==> src/rtl/ahb_mem_slave_ctrl.sv <==
// ---------------------------------------------------------------------------
// ahb_mem_slave_ctrl
//
// AHB-Lite slave front end for the synchronous slave1 memory. The block
// registers each accepted address phase and turns its data phase into a
// single-cycle memory strobe. Illegal transfers get the two-cycle ERROR
// response. Read data is returned from the memory.
//
// Parameters
//   SLAVE_ADDRWIDTH  memory word-address width
//   SLAVE_DATAWIDTH  memory / HWDATA / HRDATA width in bits (8, 16 or 32)
//
// Ports
//   clk        in   system clock, all state on posedge
//   HRESETn    in   asynchronous active-low reset
//   HSEL       in   slave select from the decoder
//   HADDR      in   transfer address (32 bits)
//   HTRANS     in   IDLE=00 BUSY=01 NONSEQ=10 SEQ=11
//   HWRITE     in   1=write 0=read
//   HSIZE      in   transfer size
//   HWDATA     in   write data (data phase)
//   HREADY     in   bus-level ready (previous transfer completing)
//   HRDATA     out  read data (data phase), '0 outside a read data phase
//   HREADYOUT  out  this slave's ready
//   HRESP      out  0=OKAY 1=ERROR
//   rdEn       out  memory read strobe
//   wrEn       out  memory write strobe
//   Addr       out  memory word address (holds its last value when idle)
//   Datai      out  memory write data (= HWDATA)
//   Datao      in   memory read data (tri-stated by the memory when not reading)
//
// Configuration macro
//   AHB_MEM_RD_WAIT_EN  when defined, each legal read passes through RWAIT
//                       (one wait state). HRDATA is then served from a
//                       register loaded in RWAIT. When it is undefined,
//                       reads are zero-wait and HRDATA is combinational
//                       from Datao.
// ---------------------------------------------------------------------------
module ahb_mem_slave_ctrl #(
    parameter int SLAVE_ADDRWIDTH = 8,
    parameter int SLAVE_DATAWIDTH = 8
) (
    input  logic                       clk,
    input  logic                       HRESETn,
    input  logic                       HSEL,
    input  logic [31:0]                HADDR,
    input  logic [1:0]                 HTRANS,
    input  logic                       HWRITE,
    input  logic [2:0]                 HSIZE,
    input  logic [SLAVE_DATAWIDTH-1:0] HWDATA,
    input  logic                       HREADY,
    output logic [SLAVE_DATAWIDTH-1:0] HRDATA,
    output logic                       HREADYOUT,
    output logic                       HRESP,
    output logic                       rdEn,
    output logic                       wrEn,
    output logic [SLAVE_ADDRWIDTH-1:0] Addr,
    output logic [SLAVE_DATAWIDTH-1:0] Datai,
    input  logic [SLAVE_DATAWIDTH-1:0] Datao
);

    // Byte-lane shift: number of HADDR bits that select a byte inside a word.
    localparam int          SH         = $clog2(SLAVE_DATAWIDTH / 8);
    localparam logic [2:0]  LEGAL_SIZE = 3'(SH);
    localparam logic [31:0] LOW_MASK   = (32'd1 << SH) - 32'd1;

    typedef enum logic [2:0] {
        S_IDLE = 3'd0,   // no data phase in progress
        S_WR   = 3'd1,   // write data phase
        S_RD   = 3'd2,   // read data phase
        S_ERR1 = 3'd3,   // first ERROR cycle (wait state)
        S_ERR2 = 3'd4    // second ERROR cycle (completing)
`ifdef AHB_MEM_RD_WAIT_EN
        , S_RWAIT = 3'd5 // read wait state, memory being read
`endif
    } state_t;

    state_t                       state_q, state_d;
    logic [SLAVE_ADDRWIDTH-1:0]   addr_q, addr_d;
    logic                         accept;
    logic                         legal;

    // A transfer is ours only when selected, the bus is ready and it is
    // NONSEQ/SEQ. IDLE/BUSY slots simply complete with a zero-wait OKAY.
    assign accept = HSEL & HREADY & HTRANS[1];

    // Only full-width, naturally aligned accesses are supported.
    assign legal  = (HSIZE == LEGAL_SIZE) && ((HADDR & LOW_MASK) == 32'd0);

    // HTRANS[0] only separates IDLE from BUSY and SEQ from NONSEQ, which this
    // slave treats alike.
    logic unused_htrans0;
    assign unused_htrans0 = HTRANS[0];

    // -----------------------------------------------------------------------
    // State and captured address
    // -----------------------------------------------------------------------
    always_ff @(posedge clk or negedge HRESETn) begin
        if (!HRESETn) begin
            state_q <= S_IDLE;
            addr_q  <= '0;
        end else begin
            // NOTE: non-blocking assignments in clocked blocks, so every
            // register samples the pre-edge values of every other register.
            state_q <= state_d;
            addr_q  <= addr_d;
        end
    end

`ifdef AHB_MEM_RD_WAIT_EN
    // Read data is captured while the memory is strobed in RWAIT. During RD
    // it is then presented from a flop and not through the memory path.
    logic [SLAVE_DATAWIDTH-1:0] rd_data_q;

    always_ff @(posedge clk or negedge HRESETn) begin
        if (!HRESETn) begin
            // NOTE: this is a single datapath register, not a memory array,
            // so resetting it is cheap. It also keeps HRDATA free of X after
            // reset.
            rd_data_q <= '0;
        end else if (state_q == S_RWAIT) begin
            rd_data_q <= Datao;
        end
    end
`endif

    // -----------------------------------------------------------------------
    // Next state and outputs
    // -----------------------------------------------------------------------
    always_comb begin
        // NOTE: every output of this block gets a default first. No path can
        // then leave a signal unassigned, so no latch is inferred.
        state_d   = state_q;
        addr_d    = addr_q;
        HREADYOUT = 1'b1;
        HRESP     = 1'b0;
        rdEn      = 1'b0;
        wrEn      = 1'b0;
        HRDATA    = '0;

        // Data-phase outputs, decided by the transfer currently in flight.
        case (state_q)
            S_WR: begin
                wrEn = 1'b1;
            end
            S_RD: begin
                rdEn = 1'b1;
`ifdef AHB_MEM_RD_WAIT_EN
                HRDATA = rd_data_q;
`else
                HRDATA = Datao;
`endif
            end
            S_ERR1: begin
                HREADYOUT = 1'b0;
                HRESP     = 1'b1;
            end
            S_ERR2: begin
                HRESP = 1'b1;
            end
`ifdef AHB_MEM_RD_WAIT_EN
            S_RWAIT: begin
                HREADYOUT = 1'b0;
                rdEn      = 1'b1;
            end
`endif
            default: ;
        endcase

        // Next state. The first ERROR cycle (and RWAIT) holds the bus, so no
        // address phase can complete there. Every other state ends its data
        // phase in this cycle, and the next state comes from the address
        // phase being accepted now.
        case (state_q)
            S_ERR1: state_d = S_ERR2;
`ifdef AHB_MEM_RD_WAIT_EN
            S_RWAIT: state_d = S_RD;
`endif
            default: begin
                if (accept) begin
                    // Upper HADDR bits are dropped; aliasing is the decoder's
                    // business.
                    addr_d = HADDR[SLAVE_ADDRWIDTH-1+SH:SH];
                    if (!legal) begin
                        state_d = S_ERR1;
                    end else if (HWRITE) begin
                        state_d = S_WR;
                    end else begin
`ifdef AHB_MEM_RD_WAIT_EN
                        state_d = S_RWAIT;
`else
                        state_d = S_RD;
`endif
                    end
                end else begin
                    state_d = S_IDLE;
                end
            end
        endcase
    end

    // The memory address comes straight from the captured register, so it is
    // glitch-free during the strobe and holds its value between transfers.
    assign Addr  = addr_q;
    // HWDATA is only valid in the write data phase. wrEn qualifies it.
    assign Datai = HWDATA;

endmodule

==> config.mk <==
export PLATFORM = sky130hd
export DESIGN_NAME = ahb_mem_slave_ctrl
export DESIGN_NICKNAME = d
export VERILOG_FILES = /design/src/rtl/ahb_mem_slave_ctrl.sv
export SDC_FILE = /design/constraint.sdc
export NUM_CORES = 1
export LEC_CHECK = 0
export CAP_MARGIN = 0
export CORE_ASPECT_RATIO = 1.1
export CORE_MARGIN = 2
export CORE_UTILIZATION = 23
export DETAILED_ROUTE_END_ITERATION = 7
export GPL_TIMING_DRIVEN = 0
export PLACE_DENSITY = 0.8
export SETUP_SLACK_MARGIN = 0.15
export SLEW_MARGIN = 15
export SYNTH_ARGS = -nofsm -noshare
export SYNTH_HDL_FRONTEND = slang
export SYNTH_SLANG_ARGS = --single-unit
==> constraint.sdc <==
create_clock -name clk -period 1.6 [get_ports clk]
set_input_delay 0.24 -clock clk [delete_from_list [all_inputs] [get_ports clk]]
set_output_delay 0.24 -clock clk [all_outputs]
set_load 0.02 [all_outputs]
==> impl_metrics.yaml <==
sta:
  setup_viol: 0
  fin_hold_ws_ns: 0.3157
  slew_viol_final: 0
  fin_skew_ns: 0.002274
  finalHoldViolations: 0
  fin_crit_ns: 1.574
  rsz0062_at_grt: "true"
  fin_ws_ns: 0.02560
  fmax_mhz: 635.2
  fin_crit_sh_pct: 98.40
  relSlewSlack_pct: 66.19
  worst_pin_slew_ns: 0.5056
  fin_setup_tns_ns: 0
clocking:
  cts_made_buffers: 3
  clock-root-buffer: "clkbuf_4"
  cts.sinks: 11
  cts_max_level: 1
  path_clk_slew_ns: 0.07
  clock_latency_ns: 0.26
  clockBufferDepth: 2
  hold_buffers: 0
  cts_tree: "built"
die:
  ios: 86
  rows: 19
  start_util_pct: 23.76
  dieArea_um2: 2948
  coreArea_um2: 2449
  die_h_um: 56.75
  die_x_um: 51.96
global_routing:
  antenna_found_initial: 0
  overflow: 0
  grt_max_degree: 12
  grt_usage_pct: 11.26
  grt_pass1_vias: 572
  grt_pass1_wl_um: 2477
power_and_ir_drop:
  powerDensity_nw_per_um2: 675.7
  p_switching_mw: 0.2448
  combPwrFrac_pct: 39.7
  clkPwrFrac_pct: 20.8
  total_power_mw: 0.8657
  internal-power_mw: 0.6209
  seqPwrFrac_pct: 39.5
  p_leak_nw: 0.6247
  ir_worst_vdd_uv: 563.0
  swShare_pct: 28.28
placed_design:
  dp_hpwl_um: 1266
  postPlaceCellArea_um2: 1146
  io_buffers: 52
  dp_slack_ns: -0.2926
  gp_congestion: 0.6566
  dp_cells: 130
logic_synthesis:
  ys_ff_latch: 11
  syn-cell-area_um2: 581.8
  yosysTopAreaCell: "dfrtp_1"
  synth_top_area_share_pct: 47.31
  ys_seq_area_share_pct: 47.31
  synthCells: 47
  yosys.cell_types.count: 13
  synth_area_leaders: "dfrtp_1, mux2_2, and2_2"
  avgSynthCellArea_um2: 12.38
  syn_nets: 105
  yosys_warnings: 0
status:
  status: "completed"
route:
  routed_wirelength_um: 1772
  viasPerCell: 4.114
  ant_nets: 0
  route.vias.total: 576
  dr.pass1.iters: 2
  wl_per_cell_um: 12.66
  dr.first_iter.drc_count: 4
  drc: 0
finish:
  antenna_cells: 0
  syn2layout_area_growth_pct: 120.2
  instances_no_fill: 140
  fill_cells: 222
  drive_gt1_share_pct: 46.79
  nets: 168
  regArea_um2: 277.8
  finalInstanceArea_um2: 1281
  post-route-util_pct: 52.33
  multi_input_area_um2: 295.3
worst_setup_path:
  crit_buf_inv: 2
  crit_top_cell: "buf_6"
  end_kind: "primary output"
  cp.required_ns: 1.36
  start_kind: "flop"
  max_stage_delay_ns: 0.47
  cp_cell_sequence: "nor3b_4 -> buf_6 -> and2_4 -> buf_6"
  critPathKind: "reg2out"
  arrival_ns: 1.33
  crit_fanout: 5
  crit_slowest_cell: "dfrtp_2"
  crit_family: "flip-flops"
min_path:
  hp-class: "in2async"
flow_run:
  max_cap_violations: 0
==> what timing repair did <==
action / in CTS / in global routing
gates resized for setup: 76 / 20
pin swaps: 7 / 4
endpoints found under the setup margin: 20 / 20
gates cloned: 1 / 1
hold endpoints to repair: 0 / 0
setup buffers: 4 / 0
==> state kept, by name (all words and copies together) (netlist names) <==
signal   count
Addr         8
state_q      3
==> path summary, 6_finish.rpt <==
check                                start         end  slack [ns]  cells after the start
worst max-delay path            state_q[0]   HRDATA[7]        0.03                      4
worst min-delay path               HRESETn     Addr[5]        0.32                      1
worst max register to register  state_q[1]     Addr[3]        0.17                      5
worst min register to register     Addr[6]     Addr[6]        0.50                      1
max in group asynchronous          HRESETn  state_q[2]        0.91                      1
min in group clk                   Addr[6]     Addr[6]        0.50                      1
==> cell usage in the layout (no fill, tap or decap) <==
cell type and instances:
a21boi_0 2, buf_8 1, o21ai_1 1, buf_6 8, dfrtp_2 2, clkbuf_16 1, inv_1 2, clkdlybuf4s50_1 32
dlygate4sd2_1 8, nor3b_1 1, nor3_1 1, buf_2 2, and2_2 2, mux2_4 8, dfrtp_1 9, nand2b_1 1
buf_4 14, and2_4 6, nand3b_4 1, clkbuf_4 3, and4_4 1, nor3b_4 2, clkbuf_1 1
==> logic make-up after synthesis <==
kind of cell	Yosys count	synth area share, %
flip-flops	11	47.31
buffers and inverters	11	13.55
multiplexers	8	15.48
AND/OR/NAND/NOR	14	20.21
AO/OA/AOI/OAI	3	3.439
==> synthesized netlist by cell type (all sizes together) <==
cell     n
nor3b    2
nand3b   1
nor3     1
mux2     8
buf      9
o21ai    1
dfrtp   11
nand2b   1
and4     1
and2     8
a21boi   2
inv      2
==> routing by layer <==
layer / share of wire, % / vias to the layer above / GRT usage (%) / wire (um)
met3: 11 / 0 / 2.926 / 188
met4: 0 / 0 / 5.639 / 0
li1: - / 278 / - / -
met5: 0 / - / 0 / 0
met1: 38 / 264 / 11.09 / 666
met2: 52 / 34 / 20.80 / 917
==> worst reg2reg max path: cells and delay by family (launching register included) <==
family	cells	cell delay [ns]
and+or+nand+nor	2	0.33
DFF	1	0.41
muxes	1	0.29
buffers and inverters	2	0.29
==> layout make-up <==
class	count	share of cell area (%)
plain buffers	9	5.859
clock buffers	4	2.051
inverters	2	0.5859
multi-input cells	26	23.05
flip-flops and latches	11	21.68
well taps	31	3.027
repair buffers	57	43.75
==> power by group through the flow <==
stage	clock network, mW	logic [mW]	registers, mW
3_3_place_gp	0	0.324	0.345
6_report	0.180	0.343	0.342
4_1_cts	0.193	0.312	0.340
5_1_grt	0.210	0.364	0.348
2_1_floorplan	0	0.0929	0.395
3_5_place_dp	0	0.329	0.347
Power figures use the tool's default switching activity.
